## config.mk

```make
export PLATFORM = sky130hd
export DESIGN_NAME = signature_dumper_flat
export DESIGN_NICKNAME = d
export VERILOG_FILES = /design/src/rtl/signature_dumper_if.sv /design/src/rtl/signature_dumper.sv /design/src/flat_wrapper.sv
export SDC_FILE = /design/constraint.sdc
export NUM_CORES = 1
export LEC_CHECK = 0
export CAP_MARGIN = 5
export CORE_ASPECT_RATIO = 0.6
export CORE_UTILIZATION = 40
export DETAILED_ROUTE_END_ITERATION = 6
export GPL_TIMING_DRIVEN = 0
export PLACE_DENSITY_LB_ADDON = 0.15
export SLEW_MARGIN = 5
export SYNTH_ARGS = -nofsm -noshare
export SYNTH_HDL_FRONTEND = slang
export SYNTH_SLANG_ARGS = --single-unit
```

## constraint.sdc

```tcl
create_clock -name clk -period 2.9 [get_ports clk]
set_input_delay 0.87 -clock clk [delete_from_list [all_inputs] [get_ports clk]]
set_output_delay 0.87 -clock clk [all_outputs]
set_load 0.01 [all_outputs]
```

## src/rtl/signature_dumper_if.sv

```systemverilog
// Memory read port and signature stream between the dumper and its environment.
// master = dumper side, slave = memory/bench side.
interface signature_dumper_if #(
  parameter int ADDR_W = 32,
  parameter int DATA_W = 32
);
  logic              mem_re;
  logic [ADDR_W-1:0] mem_raddr;
  logic [DATA_W-1:0] mem_rdata;
  logic              out_valid;
  logic [DATA_W-1:0] out_data;
  logic              out_ready;

  modport master (
    output mem_re,
    output mem_raddr,
    input  mem_rdata,
    output out_valid,
    output out_data,
    input  out_ready
  );

  modport slave (
    input  mem_re,
    input  mem_raddr,
    output mem_rdata,
    input  out_valid,
    output out_data,
    output out_ready
  );
endinterface

```

## src/rtl/signature_dumper.sv

```systemverilog
// End-of-run signature dumper: halts core on tohost write, streams signature.
// Optional IDLE watchdog enabled by defining SIG_TIMEOUT_EN.
module signature_dumper #(
  parameter int                ADDR_W         = 32,
  parameter int                DATA_W         = 32,
  parameter logic [ADDR_W-1:0] TOHOST_ADDR    = 32'h0000_1000,
  parameter int unsigned       TIMEOUT_CYCLES = 1_000_000
) (
  input  logic                clk,
  input  logic                reset,
  input  logic                snoop_we,
  input  logic [ADDR_W-1:0]   snoop_addr,
  input  logic [DATA_W-1:0]   snoop_wdata,
  input  logic [ADDR_W-1:0]   sig_begin,
  input  logic [ADDR_W-1:0]   sig_end,
  signature_dumper_if.master  bus,
  output logic                core_halt,
  output logic                done,
  output logic                pass,
  output logic [DATA_W-2:0]   fail_code
);

  localparam logic [1:0] S_IDLE = 2'd0;
  localparam logic [1:0] S_READ = 2'd1;
  localparam logic [1:0] S_EMIT = 2'd2;
  localparam logic [1:0] S_DONE = 2'd3;

  logic [1:0]        state_q, state_d;
  logic [ADDR_W-1:0] addr_q, addr_d;
  logic              halt_q, halt_d;
  logic              pass_q, pass_d;
  logic [DATA_W-2:0] fail_q, fail_d;
  logic [DATA_W-1:0] data_q, data_d;
  logic              first_q, first_d;

  logic              halt_evt;
  logic              tmo_hit;
  logic              last_word;
  logic [ADDR_W-1:0] remain;

  assign halt_evt = snoop_we
                  & (snoop_addr == TOHOST_ADDR)
                  & snoop_wdata[0];

  // Remaining bytes; wrap-safe end test that also covers ragged ends.
  assign remain    = sig_end - addr_q;
  assign last_word = (remain <= ADDR_W'(4));

`ifdef SIG_TIMEOUT_EN
  logic [31:0] tmo_cnt_q, tmo_cnt_d;

  // Watchdog counts cycles spent waiting in IDLE.
  always_comb begin
    tmo_cnt_d = tmo_cnt_q;
    if (state_q == S_IDLE) tmo_cnt_d = tmo_cnt_q + 32'd1;
  end

  assign tmo_hit = (state_q == S_IDLE)
                 & (tmo_cnt_q == 32'(TIMEOUT_CYCLES - 1));

  // Watchdog counter register.
  always_ff @(posedge clk or negedge reset) begin
    if (!reset) tmo_cnt_q <= '0;
    else        tmo_cnt_q <= tmo_cnt_d;
  end
`else
  logic unused_tmo;
  assign unused_tmo = ^TIMEOUT_CYCLES;
  assign tmo_hit    = 1'b0;
`endif

  // Next-state and datapath decisions for the dump sequence.
  always_comb begin
    state_d = state_q;
    addr_d  = addr_q;
    halt_d  = halt_q;
    pass_d  = pass_q;
    fail_d  = fail_q;
    data_d  = data_q;
    first_d = 1'b0;
    unique case (state_q)
      S_IDLE: begin
        if (halt_evt) begin
          halt_d  = 1'b1;
          pass_d  = (snoop_wdata == DATA_W'(1));
          fail_d  = snoop_wdata[DATA_W-1:1];
          addr_d  = sig_begin;
          state_d = (sig_end <= sig_begin) ? S_DONE : S_READ;
        end else if (tmo_hit) begin
          halt_d  = 1'b1;
          pass_d  = 1'b0;
          fail_d  = '1;
          state_d = S_DONE;
        end
      end
      S_READ: begin
        first_d = 1'b1;
        state_d = S_EMIT;
      end
      S_EMIT: begin
        if (first_q) data_d = bus.mem_rdata;
        if (bus.out_ready) begin
          addr_d  = addr_q + ADDR_W'(4);
          state_d = last_word ? S_DONE : S_READ;
        end
      end
      S_DONE: begin
      end
      default: state_d = S_IDLE;
    endcase
  end

  // State and datapath registers.
  always_ff @(posedge clk or negedge reset) begin
    if (!reset) begin
      state_q <= S_IDLE;
      addr_q  <= '0;
      halt_q  <= 1'b0;
      pass_q  <= 1'b0;
      fail_q  <= '0;
      data_q  <= '0;
      first_q <= 1'b0;
    end else begin
      state_q <= state_d;
      addr_q  <= addr_d;
      halt_q  <= halt_d;
      pass_q  <= pass_d;
      fail_q  <= fail_d;
      data_q  <= data_d;
      first_q <= first_d;
    end
  end

  // Read data is only valid in the EMIT entry cycle; later cycles replay the copy.
  assign bus.mem_re    = (state_q == S_READ);
  assign bus.mem_raddr = addr_q;
  assign bus.out_valid = (state_q == S_EMIT);
  assign bus.out_data  = first_q ? bus.mem_rdata : data_q;

  assign core_halt = halt_q;
  assign done      = (state_q == S_DONE);
  assign pass      = pass_q;
  assign fail_code = fail_q;

endmodule

```

## src/flat_wrapper.sv

```systemverilog
// flat-port wrapper written by rule: the top's interface ports become plain ports
module signature_dumper_flat 
#(
  parameter int                ADDR_W         = 32,
  parameter int                DATA_W         = 32,
  parameter logic [ADDR_W-1:0] TOHOST_ADDR    = 32'h0000_1000,
  parameter int unsigned       TIMEOUT_CYCLES = 1_000_000
)
  (clk, reset, snoop_we, snoop_addr, snoop_wdata, sig_begin, sig_end, core_halt, done, pass, fail_code, bus_mem_re, bus_mem_raddr, bus_mem_rdata, bus_out_valid, bus_out_data, bus_out_ready);
  signature_dumper_if #(.ADDR_W(ADDR_W), .DATA_W(DATA_W)) bus_i ();
  input  logic clk;
  input  logic reset;
  input  logic snoop_we;
  input  logic [ADDR_W-1:0] snoop_addr;
  input  logic [DATA_W-1:0] snoop_wdata;
  input  logic [ADDR_W-1:0] sig_begin;
  input  logic [ADDR_W-1:0] sig_end;
  output logic core_halt;
  output logic done;
  output logic pass;
  output logic [DATA_W-2:0] fail_code;
  output wire logic [$bits(bus_i.mem_re)-1:0] bus_mem_re;
  output wire logic [$bits(bus_i.mem_raddr)-1:0] bus_mem_raddr;
  input wire logic [$bits(bus_i.mem_rdata)-1:0] bus_mem_rdata;
  output wire logic [$bits(bus_i.out_valid)-1:0] bus_out_valid;
  output wire logic [$bits(bus_i.out_data)-1:0] bus_out_data;
  input wire logic [$bits(bus_i.out_ready)-1:0] bus_out_ready;
  assign bus_mem_re = bus_i.mem_re;
  assign bus_mem_raddr = bus_i.mem_raddr;
  assign bus_i.mem_rdata = bus_mem_rdata;
  assign bus_out_valid = bus_i.out_valid;
  assign bus_out_data = bus_i.out_data;
  assign bus_i.out_ready = bus_out_ready;
  signature_dumper #(.ADDR_W(ADDR_W), .DATA_W(DATA_W), .TOHOST_ADDR(TOHOST_ADDR), .TIMEOUT_CYCLES(TIMEOUT_CYCLES)) u_core (.clk(clk), .reset(reset), .snoop_we(snoop_we), .snoop_addr(snoop_addr), .snoop_wdata(snoop_wdata), .sig_begin(sig_begin), .sig_end(sig_end), .bus(bus_i), .core_halt(core_halt), .done(done), .pass(pass), .fail_code(fail_code));
endmodule
```

==> flow_summary.json <==
{
  "status": "complete, but fails checks",
  "violations": "setup timing",
  "syn_area_per_cell_um2": 8.40,
  "cts_sinks": 100,
  "gp_congestion": 0.978,
  "die_y_um": 110,
  "dp.cells": 1461,
  "critPathRequiredTime_ns": 3.18,
  "seq_area_um2": 2500,
  "finalMaxSlewViolations": 0,
  "final_nets": 1475,
  "utilization_pct": 64.9,
  "grt_max_degree": 59,
  "wirelength_um": 30700,
  "peakVddDrop_v": 0.000469,
  "worst_setup_path_end_kind": "flip-flop",
  "grt_pass1_wl_um": 45700,
  "final.setup_skew_ns": 0.00638,
  "max_cap_violations": 0,
  "ys_warn_count": 0,
  "path_clk_slew_ns": 0.07,
  "start_kind": "primary input",
  "finalCritPeriodShare_pct": 114,
  "h-tree-depth": 3,
  "ant_nets": 0,
  "drtIter0Drc": 825,
  "crit_slowest_cell": "a2111oi_4",
  "synth_edf_count": 0,
  "min_path_type": "flip-flop to flip-flop",
  "dpl.hpwl_um": 23600,
  "wl_per_cell_um": 20.3,
  "ys_ff_latch": 100,
  "path_cells": "buf_8 -> ha_4 -> a211oi_4 -> nor2_4 -> a2111oi_4 -> and3_4 -> nor3_4 -> o21a_1 -> or3_4 -> a2111oi_4 -> nand4_1 -> nand2_1",
  "finalNonFillerCells": 1513,
  "setup_ws_ns": -0.396,
  "grt-ovfl-total": 0,
  "p_per_area_nw_per_um2": 849,
  "fillers": 1633,
  "cts-root-buf": "clkbuf_16",
  "crit_type": "primary input to flip-flop",
  "via_count": 8644,
  "p_leak_nw": 5.35,
  "whs_ns": 0.484,
  "die_w_um": 182,
  "cp_common_cell": "a2111oi_4",
  "n_antenna_cell": 0,
  "dieArea_um2": 20100,
  "clock_latency_ns": 0.34,
  "dr.pass1.iters": 5,
  "fmax_mhz": 303,
  "synthCells": 931,
  "critPathMaxFanout": 4,
  "setup_violations": 1,
  "grt_usage_pct": 29.9,
  "grt_pass1_vias": 8109,
  "netlist_area_um2": 7820,
  "start_util_pct": 41.0,
  "finalHoldViolCount": 0,
  "critical-path-max-stage-delay_ns": 0.47,
  "clk_path_buf_depth": 2,
  "num_io_pins": 264,
  "numCtsBuffers": 9,
  "maxSlewHeadroom_pct": 44.9,
  "coreArea_um2": 19100,
  "seq_area_frac_synth_pct": 32.0,
  "min_period_ns": 3.30,
  "cts_tree": "done",
  "synthFlopType": "dfrtp_1",
  "multi_input_area_um2": 5740,
  "drc": 0,
  "rows": 39,
  "tns_ns": -0.396,
  "synth_nets": 1164,
  "syn_to_final_growth_pct": 58.3,
  "port_buffers": 263,
  "async_flop_share_pct": 100,
  "avgViaCountPerCell": 5.71,
  "rsz0062_at_grt": "true",
  "worst_pin_slew_ns": 0.820,
  "synth.distinct_cells": 64,
  "arrival_ns": 3.57,
  "antenna_found_initial": 1,
  "hold_buffers": 0,
  "drive_gt1_share_pct": 23.4
}
[stage by stage]
step	worst slack, ns	total power, W	cell area (µm²)
after floorplan	-0.216	0.00561	7830
after global placement	-3.05	0.00787	10800
after detailed placement	-1.63	0.00791	10800
after CTS	-0.335	0.0100	12000
after global routing	-0.548	0.0111	12400
final	-0.396	0.0105	12400
[final cells by class]
type	count	area share, %
timing repair buffer	315	24.5
tap	266	2.69
multi-input combinational	712	46.4
clock inverter	5	0.303
inverter	75	2.27
buffer	29	1.70
sequential	100	20.2
clock buffer	11	1.96
[cells in the final DEF (no fill, tap or decap), drive strengths merged, types with 36 or more instances in the layout]
| master | n |
|---|---|
| dlygate4sd2 | 36 |
| mux2 | 69 |
| clkdlybuf4s50 | 181 |
| inv | 75 |
| a21oi | 74 |
| nand2 | 55 |
| dfrtp | 100 |
| nor2 | 127 |
| ha | 69 |
| clkbuf | 37 |
| buf | 75 |
| o21ai | 50 |
[cells in the mapped netlist (7+ instances only)]
master	instances	area [µm²]
nand2_1	55	206
o211ai_1	7	52.6
nor3_1	23	115
nand3_1	27	135
xor2_1	8	70.1
nor2_1	127	477
a211oi_1	9	67.6
nor4_1	23	144
buf_2	7	35.0
clkbuf_1	31	116
o22ai_1	18	113
o21a_1	14	105
a31oi_1	9	56.3
mux2_2	69	777
dfrtp_1	100	2500
a21oi_1	72	360
and3_1	10	62.6
nand4_1	26	163
o21ai_0	48	240
inv_1	75	282
ha_1	69	863
[where the power goes]
part | switching, W | internal (W) | total, W
registers | 0.000381 | 0.00179 | 0.00217
clock network | 0.000557 | 0.000609 | 0.00117
logic | 0.00394 | 0.00322 | 0.00717
total | 0.00488 | 0.00562 | 0.0105
[flip-flops by register name, summed over array words and instances (netlist names)]
name / count
u_core.state_q: 2
u_core.core_halt: 1
u_core.bus.mem_raddr: 32
u_core.fail_code: 31
u_core.first_q: 1
u_core.data_q: 32
u_core.pass: 1
[final timing paths]
| kind | to | slack (ns) | from | cells past startpoint |
|---|---|---|---|---|
| worst max-delay path | u_core.state_q[1]$_DFFE_PN0P_ | -0.40 | sig_end[16] | 12 |
| worst min-delay path | u_core.core_halt$_DFFE_PN0P_ | 0.48 | u_core.core_halt$_DFFE_PN0P_ | 1 |
| worst max register to register | u_core.state_q[1]$_DFFE_PN0P_ | -0.36 | u_core.bus.mem_raddr[16]$_DFFE_PN0P_ | 12 |
| min in group asynchronous | u_core.bus.mem_raddr[0]$_DFFE_PN0P_ | 0.52 | reset | 1 |
| worst min register to register | u_core.core_halt$_DFFE_PN0P_ | 0.48 | u_core.core_halt$_DFFE_PN0P_ | 1 |
| max in group asynchronous | u_core.data_q[6]$_DFFE_PN0P_ | 1.66 | reset | 2 |
[routing by layer]
layer	up-vias	wire (µm)	global-route usage (%)
met5	-	0	0
met1	4089	14600	44.6
met3	42	3180	7.69
met4	0	390	4.92
li1	4025	-	-
met2	488	12600	43.3
[worst max-delay path, delay by kind of cell]
kind	cells	cell delay, ns
buffers and inverters	1	0.10
AO/OA/AOI/OAI	4	1.30
AND/OR/NAND/NOR	6	1.04
adder cells (fa/ha/maj)	1	0.24
[timing repair]
| action | 4_1_cts | 5_1_grt |
|---|---|---|
| buffers inserted | 42 | 8 |
| pin swaps | 58 | 36 |
| gates resized for setup | 254 | 97 |
| gates cloned | 1 | 0 |
| endpoints found under the setup margin | 97 | 71 |
[cells by family (layout without fill, tap and decap cells)]
kind of cell / after synthesis / count (layout) / share of synthesized area [%]
AND/OR/NAND/NOR: 318 / 318 / 19.3
XOR/XNOR: 14 / 14 / 1.57
multiplexers: 73 / 73 / 10.4
flip-flops: 100 / 100 / 32.0
adder cells (fa/ha/maj): 69 / 69 / 11.0
buffers and inverters: 119 / 435 / 6.02
AO/OA/AOI/OAI: 238 / 238 / 19.6
Power figures use the tool's default switching activity.
